<file path="src/rtl/fetch_instruction_if.sv">
// Instruction memory bus between fetch (master) and imem (slave).
// imem_req/imem_addr out; imem_data/imem_done/imem_err back.
interface fetch_instruction_if;
  logic        imem_req;
  logic [15:0] imem_addr;
  logic [15:0] imem_data;
  logic        imem_done;
  logic        imem_err;

  modport master (
    output imem_req,
    output imem_addr,
    input  imem_data,
    input  imem_done,
    input  imem_err
  );

  modport slave (
    input  imem_req,
    input  imem_addr,
    output imem_data,
    output imem_done,
    output imem_err
  );
endinterface

</file>
<file path="src/rtl/fetch_instruction.sv">
// Fetch stage: owns pc, fetches over imem, holds one word for decode.
// Ports: clk/rst, stall_in, redirect_*, imem bus, instr/pc_plus2/valid/halted/err.
module fetch_instruction #(
  parameter logic [15:0] RESET_PC    = 16'h0000,
  parameter logic [15:0] NOP_INSTR   = 16'h0800,
  parameter logic [4:0]  HALT_OPCODE = 5'b00000
) (
  input  logic        clk,
  input  logic        rst,
  input  logic        stall_in,
  input  logic        redirect_valid,
  input  logic [15:0] redirect_pc,
  fetch_instruction_if.master imem,
  output logic [15:0] instr_out,
  output logic [15:0] pc_plus2_out,
  output logic        instr_valid,
  output logic        halted,
  output logic        err
);

  typedef enum logic [2:0] {
    IDLE,
    REQ,
    FULL,
    DRAIN,
    HALTED
  } state_t;

  state_t      state;
  state_t      nextState;
  logic [15:0] pc;
  logic [15:0] pcNext;
  logic [15:0] redirPc;
  logic        isHalt;
  logic        doRedir;
  logic        doCapture;
  logic        doConsume;

  assign pcNext  = pc + 16'd2;
  assign redirPc = {redirect_pc[15:1], 1'b0};
  assign isHalt  = imem.imem_data[15:11] == HALT_OPCODE;

  // HALTED ignores redirects entirely.
  assign doRedir   = redirect_valid && state != HALTED;
  assign doCapture = state == REQ && imem.imem_done
                     && !redirect_valid;
  assign doConsume = (state == FULL || state == HALTED)
                     && !stall_in && !doRedir;

  always_ff @(posedge clk) begin
    if (rst) begin
      state <= IDLE;
    end else begin
      state <= nextState;
    end
  end

  always_comb begin
    nextState = state;
    unique case (state)
      IDLE: nextState = REQ;
      REQ: begin
        if (redirect_valid) begin
          nextState = imem.imem_done ? REQ : DRAIN;
        end else if (imem.imem_done) begin
          if (isHalt || imem.imem_err) begin
            nextState = HALTED;
          end else begin
            nextState = FULL;
          end
        end
      end
      FULL: begin
        if (redirect_valid || !stall_in) begin
          nextState = REQ;
        end
      end
      DRAIN: begin
        if (imem.imem_done) begin
          nextState = REQ;
        end
      end
      HALTED: nextState = HALTED;
      default: nextState = IDLE;
    endcase
  end

  always_comb begin
    imem.imem_req  = 1'b0;
    imem.imem_addr = pc;
    if (state == REQ) begin
      imem.imem_req = 1'b1;
    end
  end

  always_ff @(posedge clk) begin
    if (rst) begin
      pc           <= RESET_PC;
      instr_out    <= NOP_INSTR;
      pc_plus2_out <= 16'h0000;
      instr_valid  <= 1'b0;
      halted       <= 1'b0;
      err          <= 1'b0;
    end else begin
      unique case (1'b1)
        doRedir: begin
          pc          <= redirPc;
          instr_valid <= 1'b0;
          instr_out   <= NOP_INSTR;
          if (redirect_pc[0]) begin
            err <= 1'b1;
          end
        end
        doCapture: begin
          instr_out    <= imem.imem_data;
          pc_plus2_out <= pcNext;
          pc           <= pcNext;
          instr_valid  <= 1'b1;
          if (imem.imem_err) begin
            err <= 1'b1;
          end
          if (isHalt || imem.imem_err) begin
            halted <= 1'b1;
          end
        end
        doConsume: begin
          instr_valid <= 1'b0;
          instr_out   <= NOP_INSTR;
        end
        default: ;
      endcase
    end
  end

endmodule

</file>
<file path="src/flat_wrapper.sv">
// flat-port wrapper written by rule: the top's interface ports become plain ports
module fetch_instruction_flat 
#(
  parameter logic [15:0] RESET_PC    = 16'h0000,
  parameter logic [15:0] NOP_INSTR   = 16'h0800,
  parameter logic [4:0]  HALT_OPCODE = 5'b00000
)
  (clk, rst, stall_in, redirect_valid, redirect_pc, instr_out, pc_plus2_out, instr_valid, halted, err, imem_imem_req, imem_imem_addr, imem_imem_data, imem_imem_done, imem_imem_err);
  fetch_instruction_if imem_i ();
  input  logic clk;
  input  logic rst;
  input  logic stall_in;
  input  logic redirect_valid;
  input  logic [15:0] redirect_pc;
  output logic [15:0] instr_out;
  output logic [15:0] pc_plus2_out;
  output logic instr_valid;
  output logic halted;
  output logic err;
  output wire logic [$bits(imem_i.imem_req)-1:0] imem_imem_req;
  output wire logic [$bits(imem_i.imem_addr)-1:0] imem_imem_addr;
  input wire logic [$bits(imem_i.imem_data)-1:0] imem_imem_data;
  input wire logic [$bits(imem_i.imem_done)-1:0] imem_imem_done;
  input wire logic [$bits(imem_i.imem_err)-1:0] imem_imem_err;
  assign imem_imem_req = imem_i.imem_req;
  assign imem_imem_addr = imem_i.imem_addr;
  assign imem_i.imem_data = imem_imem_data;
  assign imem_i.imem_done = imem_imem_done;
  assign imem_i.imem_err = imem_imem_err;
  fetch_instruction #(.RESET_PC(RESET_PC), .NOP_INSTR(NOP_INSTR), .HALT_OPCODE(HALT_OPCODE)) u_core (.clk(clk), .rst(rst), .stall_in(stall_in), .redirect_valid(redirect_valid), .redirect_pc(redirect_pc), .imem(imem_i), .instr_out(instr_out), .pc_plus2_out(pc_plus2_out), .instr_valid(instr_valid), .halted(halted), .err(err));
endmodule
</file>
<file path="config.mk">
export PLATFORM = sky130hd
export DESIGN_NAME = fetch_instruction_flat
export DESIGN_NICKNAME = d
export VERILOG_FILES = /design/src/rtl/fetch_instruction_if.sv /design/src/rtl/fetch_instruction.sv /design/src/flat_wrapper.sv
export SDC_FILE = /design/constraint.sdc
export NUM_CORES = 1
export LEC_CHECK = 0
export BUFFER_PORTS_ARGS = -buffer_cell sky130_fd_sc_hd__buf_4
export CAP_MARGIN = 25
export CELL_PAD_IN_SITES_DETAIL_PLACEMENT = 1
export CELL_PAD_IN_SITES_GLOBAL_PLACEMENT = 2
export CORE_MARGIN = 8
export CORE_UTILIZATION = 28
export DETAILED_ROUTE_END_ITERATION = 16
export PLACE_DENSITY = 0.78
export SYNTH_ARGS = -nofsm -noshare
export SYNTH_HDL_FRONTEND = slang
export SYNTH_SLANG_ARGS = --single-unit
</file>
<file path="constraint.sdc">
create_clock -name clk -period 1.8 [get_ports clk]
set_clock_uncertainty 0.1 [all_clocks]
set_input_delay 0.36 -clock clk [delete_from_list [all_inputs] [get_ports clk]]
set_output_delay 0.36 -clock clk [all_outputs]
set_load 0.02 [all_outputs]
</file>
; ---- Word-level counts from Yosys, hierarchy flattened
; Index checks and enable logic that the tools add are counted.
[classes]
muxes = 14
n_eq_ne = 10
n_addsub = 1
reduce_logical = 19
[ops]
columns = operator, n
row1 = $pmux W16 S2, 2
row2 = $add A16 B2 Y16 const B, 1
row3 = $mux W3, 5
row4 = $pmux W3 S5, 1
row5 = $ne A2 B2 Y1 const B, 4
row6 = $eq A3 B2 Y1 const B, 2
row7 = $ne A3 B3 Y1 const B, 2
row8 = $reduce_and A3 Y1, 2
row9 = $logic_and A1 B1 Y1, 5
row10 = $logic_not A5 Y1, 1
row11 = $pmux W1 S2, 2
row12 = $reduce_bool A2 Y1, 2
row13 = $eq A3 B1 Y1 const B, 1
row14 = $eq A3 B3 Y1 const B, 1
row15 = $logic_not A1 Y1, 3
row16 = $logic_not A3 Y1, 1
row17 = $logic_or A1 B1 Y1, 3
row18 = $mux W1, 3
row19 = $mux W2, 1
row20 = $reduce_and A2 Y1, 1
row21 = $reduce_or A2 Y1, 1
[totals]
register_bits = 54
out_inout_bits = 52
elab_cells = 51
input_bits = 38

; ---- Depth between registers and ports, before layout
; Gate-level depths: netlist of the first run.
[logic_depth]
ltp_word = 6
mapped_depth = 7
mapped_depth_nobuf = 5

; ---- Worst setup path after synthesis of the first run
; OpenSTA, ideal clock, no wires.
[synth_timing]
path_type = register -> register
from = register u_core.pc[1] (netlist: u_core.imem.imem_addr[1])
to = register u_core.pc[9] (netlist: u_core.imem.imem_addr[9])
stages_incl_launch_ff = 6
t_required_ns = 1.621
setup_slack_ns = -0.020
setup_ns = 0.079
period_less_slack_ns = 1.820
n_path_buf = 1
arrival_ns = 1.641
path_cell_list = dfxtp_1 -> ha_1 -> clkbuf_1 -> nand4_1 -> or4_1 -> o211ai_1
[synth_between]
elab_chain_len = 2
[synth_rtl]
columns = item, line_no
row1 = "start, declared", fetch_instruction.sv:31  ; logic [15:0] pc;
row2 = "start signal, assigned", fetch_instruction.sv:107  ; pc <= redirPc;
row3 = "start signal, assigned", fetch_instruction.sv:117  ; pc <= pcNext;
row4 = $add A16 B2 Y16, fetch_instruction.sv:39  ; assign pcNext = pc + 16'd2;
row5 = $pmux W16 S2, fetch_instruction.sv:105  ; unique case (1'b1)
; Every way passes these cells.
; A chain may end at the register's enable or synchronous reset.

; ---- Final worst setup path of the first run
[layout_timing]
from = register u_core.state[1]
to = register u_core.pc[9] (netlist: u_core.imem.imem_addr[9])
[layout_between]
elab_chain_len = 4
word_cells_on_any_way = 7
cone_classes = 2 x eq/ne / 1 x mux / 4 x reduce/logical
[layout_rtl]
columns = item, line_no
row1 = "start, declared", fetch_instruction.sv:29  ; state_t state;
row2 = "start signal, assigned", fetch_instruction.sv:54  ; state <= nextState;
row3 = $eq A3 B1 Y1, fetch_instruction.sv:45  ; assign doCapture = state == REQ && imem.imem_done
row4 = $logic_and A1 B1 Y1, fetch_instruction.sv:45
row5 = $logic_and A1 B1 Y1, fetch_instruction.sv:46  ; && !redirect_valid;
row6 = $pmux W16 S2 or $reduce_bool A2 Y1 (tied branches), -
; Parallel ways exist; a longest one is shown, timed or not.

==> out/results.txt, run 1 <==
status = finished with violations
failing checks = negative setup slack
post-synth cell types = 55
critical path depth in cells = 7
die area = 0.0121 mm^2
RSZ-0062 raised after global routing = yes
Pleak = 1.58 nW
Final Non-Filler Cells = 504
Hold Crit Endpoint = u_core.instr_out[6]
Cell Area, Synth = 0.00247 mm^2
Core Rows = 34
placed insts = 481
FF-to-FF path depth = 7
CP Data Required Time = 1930 ps
Setup Viol. Count Final = 1
Worst slew margin = 65.0%
DIE WIDTH = 110 um
commonest non-fill, non-tap cell in the layout = buf_4
Root Driver = clkbuf_8
Final HPWL DP = 6320 um
IO Port Bufs = 87
CP max-delay cell = or3b_4
most frequent cells in the layout = 123 x buf_4, 48 x dfxtp_1, 21 x nor2_1
fin crit period = 1810 ps
Hold Startpoint = imem_imem_data[6]
R2R setup slack = -10 ps
drt wl/cell = 17.6 um
Slew @ Worst Pin = 524 ps
post-layout util = 43.6%
Startpoint Class = flip-flop
largest net degree at the start of global routing = 31
hold_ws = 158 ps
register area share after synthesis = 42.1%
Setup Crit Path Kind = flip-flop to flip-flop
RR Startpoint = u_core.state[1]
vias = 2557
final setup TNS = -11.1 ps
# Max-Cap Violations = 0
Final period util = 101%
GPL Wtd Cong = 0.778
Placed Area = 0.00344 mm^2
IO Pins = 90
vias per inst = 5.07
ANT cells = 0
Fmax = 552 MHz
hold buffers post-CTS = 0
Clk pin slew, worst setup/hold paths = 90 ps
total gr overflow = 0
post-route ant nets = 0
share of cells above drive strength 1 = 41.4%
drt drc = 0
Syn Inst Count = 273
maximum vdd drop = 0.341 mV
Post-synth EDFFs = 0
Final Hold Fails = 0
design area = 0.00377 mm^2
max incr delay on CP = 420 ps
Clock Tree Buf Depth = 2
Final Max Tran Viols = 0
WL final = 8890 um
Iter 0 DRT Violations = 75
H-tree Lvls = 2
worst reg2reg endpoint = u_core.imem.imem_addr[9]
CTS sink cnt = 52
CTS tree = built
CP Capture Type = flip-flop
final net count = 434
first-pass GRT wire length = 13500 um
worst-skew pair later-pin latency = 310 ps
GRT Resource Usage Total = 14.0%
core footprint = 0.00864 mm^2
Worst Hold Class = primary input to flip-flop
WHS Path Cells = 2
Power Density = 721 mW/mm^2
Layout Area Growth over Synthesis = 52.5%
setup ws final = -11.1 ps
Worst Path Max Fanout = 14
vias in the first global route = 2621
chip height = 110 um
fraction of registers with async set/reset = 0%
CTS buffer count = 5
Initial Util = 28.6%
Bufs and invs on worst path = 3
endpoint arrival time on the critical path = 1940 ps
syn_area_per_cell = 9.05 um^2
cell family with most CP delay = simple AND/OR/NAND/NOR gates
worst-path cell chain = or3b_4, buf_4, nor2_4, buf_6, clkbuf_16, a21oi_1, o211ai_1
Synth Flop Type = dfxtp_1
DR pass1 iterations = 4
initial antenna violation count = 0
Yosys reg bits = 52
Ys Warns = 0
## metal layers
layer  part of all wire (%)  vias up  track usage (%)  wire, um
li1                       -     1259                -         -
met1                     44     1231             16.9      3900
met2                     50       59             24.0      4480
met3                    4.5        8             2.99       404
met4                    1.2        0             4.73       106
met5                      0        -                0         0
## cell usage after synthesis (2+ instances only)
| library cell | instances | share of area (%) |
|---|---|---|
| a211oi_1 | 16 | 4.9 |
| a21oi_1 | 15 | 3.0 |
| a221o_1 | 3 | 1.2 |
| a22o_1 | 15 | 5.3 |
| a31oi_1 | 8 | 2.0 |
| a32oi_1 | 7 | 2.5 |
| and2_1 | 2 | 0.51 |
| and3_1 | 3 | 0.76 |
| and4_1 | 3 | 1.1 |
| buf_2 | 10 | 2.0 |
| buf_4 | 2 | 0.61 |
| buf_6 | 4 | 1.8 |
| clkbuf_1 | 6 | 0.91 |
| dfxtp_1 | 52 | 42 |
| inv_1 | 7 | 1.1 |
| mux2i_1 | 2 | 0.81 |
| nand2_1 | 16 | 2.4 |
| nand2b_1 | 2 | 0.51 |
| nand3_1 | 8 | 1.6 |
| nand3b_1 | 2 | 0.61 |
| nand4_1 | 7 | 1.8 |
| nor2_1 | 21 | 3.2 |
| nor2_2 | 2 | 0.51 |
| nor2b_1 | 2 | 0.51 |
| nor4_1 | 2 | 0.51 |
| o211ai_1 | 2 | 0.61 |
| o21a_1 | 2 | 0.61 |
| o21ai_0 | 4 | 0.81 |
| o22ai_1 | 2 | 0.51 |
| or3_1 | 8 | 2.0 |
| or4_1 | 2 | 0.61 |
| xnor2_1 | 2 | 0.71 |
| xor2_1 | 12 | 4.3 |
## what timing repair did
item / in CTS / in global routing
setup buffers: 4 / 10
gates cloned: 0 / 1
resized for setup: 6 / 21
setup endpoints to repair: 2 / 22
pin swaps: 1 / 10
## registers in the layout, indices dropped and copies added (netlist names)
| name | cells |
|---|---|
| u_core.pc_plus2_out | 15 |
| u_core.state | 3 |
| u_core.halted | 1 |
| u_core.imem.imem_addr | 15 |
| u_core.instr_valid | 1 |
| u_core.err | 1 |
| u_core.instr_out | 16 |
## cells by family after synthesis
group,share of synthesized area [%]
buffers and inverters,6.94
DFF,42.1
and+or+nand+nor,19.3
adders and majority gates,0.506
muxes,0.810
other,0.152
xor gates and xnor gates,4.96
AOI/OAI and AO/OA,25.2
## where the power goes
group | internal, mW | switching, mW
Clock | 0.413 | 0.390
Combinational | 0.324 | 0.334
Sequential | 1.21 | 0.0448
## worst reg2reg max path: cells and delay by family (launching register included)
kind	cells	cell delay [ps]
AOI/OAI and AO/OA	2	260
buffers and inverters	3	450
DFF	1	340
and+or+nand+nor	2	580
## final cells by class
cell class / count / area, um^2
tap: 108 / 135
clock buffer: 6 / 72.6
inverter: 8 / 35.0
timing repair buffer: 137 / 1130
sequential: 52 / 1050
clock inverter: 2 / 35.0
multi-input combinational: 191 / 1310
fill: 1019 / 4870
## stage by stage
step,setup slack (ps),power (mW)
after floorplan,78.6,1.58
after global placement,40.5,1.85
after detailed placement,-2.84,1.87
after CTS,0.716,2.69
after global routing,-89.9,2.84
final,-11.1,2.72
## worst max-delay path by stage
stage	startpoint	to	slack (ps)
global route	u_core.state[1]	u_core.imem.imem_addr[9]	-90
finish	u_core.state[1]	u_core.imem.imem_addr[9]	-10
global placement	imem_imem_data[11]	u_core.state[2]	40
floorplan	u_core.state[1]	u_core.imem.imem_addr[12]	80
detailed placement	u_core.state[1]	u_core.imem.imem_addr[9]	-3
CTS	u_core.state[2]	u_core.imem.imem_addr[9]	0.7
Power figures use the tool's default switching activity.
==> run 2: changes to the inputs <==
==> constraint.sdc (replaced) <==
create_clock -name clk -period 1.8 [get_ports clk]
set_clock_uncertainty 0.1 [all_clocks]
set_input_delay 0.36 -clock clk [delete_from_list [all_inputs] [get_ports clk]]
set_output_delay 0.36 -clock clk [all_outputs]
set_load 0.1 [all_outputs]
==> run 2 against run 1 <==
Effect of this change: the run still ends with negative setup slack left; utilization shrank 1.5 points; cell count shrank 4.2%; combinational power grew 45%; first-iteration DRC count shrank 13%; worst hold slack lost 12 ps; sequential power is essentially flat; global-route usage grew 0.13 points; register-to-register slack is essentially flat; die area is the same; clock power shrank 15%; worst setup slack lost 9.6 ps.
==> out/results.txt, run 2 (synthesis gave the netlist of run 1 again) <==
worst-skew pair later-pin latency = 320 ps
Root Driver = clkbuf_8
Pleak = 1.49 nW
CP Data Required Time = 1340 ps
final net count = 413
Setup Viol. Count Final = 2
core footprint = 0.00864 mm^2
largest reg by FF count = u_core.instr_out
failing checks = negative setup slack
Final HPWL DP = 6360 um
fillers = 1014
wl on met1 = 3830 um
worst-path cell chain = or3b_4, inv_12, buf_16
drt drc = 0
post-route ant nets = 0
status = finished with violations
max incr delay on CP = 440 ps
hold_ws = 146 ps
fin crit period = 1820 ps
RR Startpoint = u_core.state[0]
worst reg2reg endpoint = u_core.pc_plus2_out[12]
IO Pins = 90
Core Rows = 34
first-pass GRT wire length = 13400 um
setup ws final = -20.7 ps
FF-to-FF path depth = 6
DIE WIDTH = 110 um
Largest register FFs = 16
Iter 0 DRT Violations = 65
placed insts = 469
largest net degree at the start of global routing = 24
WHS Path Cells = 2
CTS buffer count = 5
ANT cells = 0
chip height = 110 um
Tot Pwr = 2.91 mW
Final Non-Filler Cells = 483
total gr overflow = 0
Hold Startpoint = imem_imem_data[1]
H-tree Lvls = 2
hold buffers post-CTS = 0
Clock Tree Buf Depth = 2
CP max-delay cell = or3b_4
die area = 0.0121 mm^2
Setup Crit Path Kind = flip-flop to output port
Initial Util = 28.6%
Worst Hold Class = primary input to flip-flop
IO Port Bufs = 87
DR pass1 iterations = 4
Startpoint Class = flip-flop
Power Density = 800 mW/mm^2
RSZ-0062 raised after global routing = yes
Final period util = 101%
R2R setup slack = 0 ps
Fmax = 549 MHz
share of cells above drive strength 1 = 41.6%
CTS sink cnt = 52
most frequent cells in the layout = 107 x buf_4, 35 x dfxtp_1, 21 x nor2_1
drt wl/cell = 18.1 um
final setup TNS = -23.3 ps
endpoint arrival time on the critical path = 1360 ps
vias in the first global route = 2595
# Max-Cap Violations = 0
Hold Crit Endpoint = u_core.instr_out[1]
GRT Resource Usage Total = 14.1%
CTS tree = built
initial antenna violation count = 0
vias = 2493
Worst Path Max Fanout = 5
Highest Signal Layer = met4
Final Max Tran Viols = 0
metal3 WL = 424 um
Final Hold Fails = 0
Clk pin slew, worst setup/hold paths = 100 ps
GPL Wtd Cong = 0.840
CP Capture Type = output port
Layout Area Growth over Synthesis = 47.1%
vias per inst = 5.16
WL final = 8730 um
WL met2 = 4380 um
commonest non-fill, non-tap cell in the layout = buf_4
maximum vdd drop = 0.293 mV
[run 2: layout make-up]
type | count | area [um^2] | area share, %
Multi-Input combinational cell | 191 | 1300 | 35.7
Sequential cell | 52 | 1080 | 29.8
Timing Repair Buffer | 116 | 987 | 27.2
Tap cell | 108 | 135 | 3.72
Clock buffer | 6 | 72.6 | 2.00
Inverter | 8 | 42.5 | 1.17
Clock inverter | 2 | 16.3 | 0.447
[run 2: worst max-delay path: cells and delay by family (launching register included)]
kind          cells  cell delay (ps)
buf+inv           2              250
flops             1              350
simple gates      1              440
[run 2: worst max path at each step]
stage                                   start                   endpoint  slack, ps  depth (start not counted)
floorplan           u_core.imem.imem_addr[10]  u_core.imem.imem_addr[12]        0.3                          4
detailed placement            u_core.state[1]   u_core.imem.imem_addr[9]       -0.3                          6
finish                        u_core.state[0]              imem_imem_req        -20                          3
global route                  u_core.state[0]  u_core.imem.imem_addr[14]        -80                          6
global placement           imem_imem_data[11]            u_core.state[2]         50                          6
CTS                           u_core.state[2]              imem_imem_req        -70                          4
[run 2: metrics by stage]
step | utilization (%) | cell area (um^2) | worst slack, ps
floorplan | - | 2520 | 0.304
finish | 42.1 | 3640 | -20.7
detailed placement | 39.6 | 3420 | -0.266
global placement | 39.6 | 3420 | 52.2
global route | 42.1 | 3640 | -83.8
CTS | 41.5 | 3580 | -71.3
[run 2: layer usage]
metal | vias up | track usage (%)
li1 | 1216 | -
met1 | 1222 | 17.1
met2 | 49 | 24.5
met3 | 6 | 2.75
met4 | 0 | 4.63
met5 | - | 0
[run 2: repair_timing]
action / CTS / global route
resized for setup: 9 / 11
pin swaps: 6 / 0
gates cloned: 0 / 1
setup endpoints to repair: 2 / 30
buffers inserted: 5 / 1
[run 2: power breakdown]
group	leakage [nW]	switching [mW]	total [mW]	internal (mW)
Combinational	1.01	0.660	0.957	0.297
Clock	0.0414	0.406	0.684	0.278
Sequential	0.434	0.0604	1.27	1.21
Total	1.49	1.13	2.91	1.78
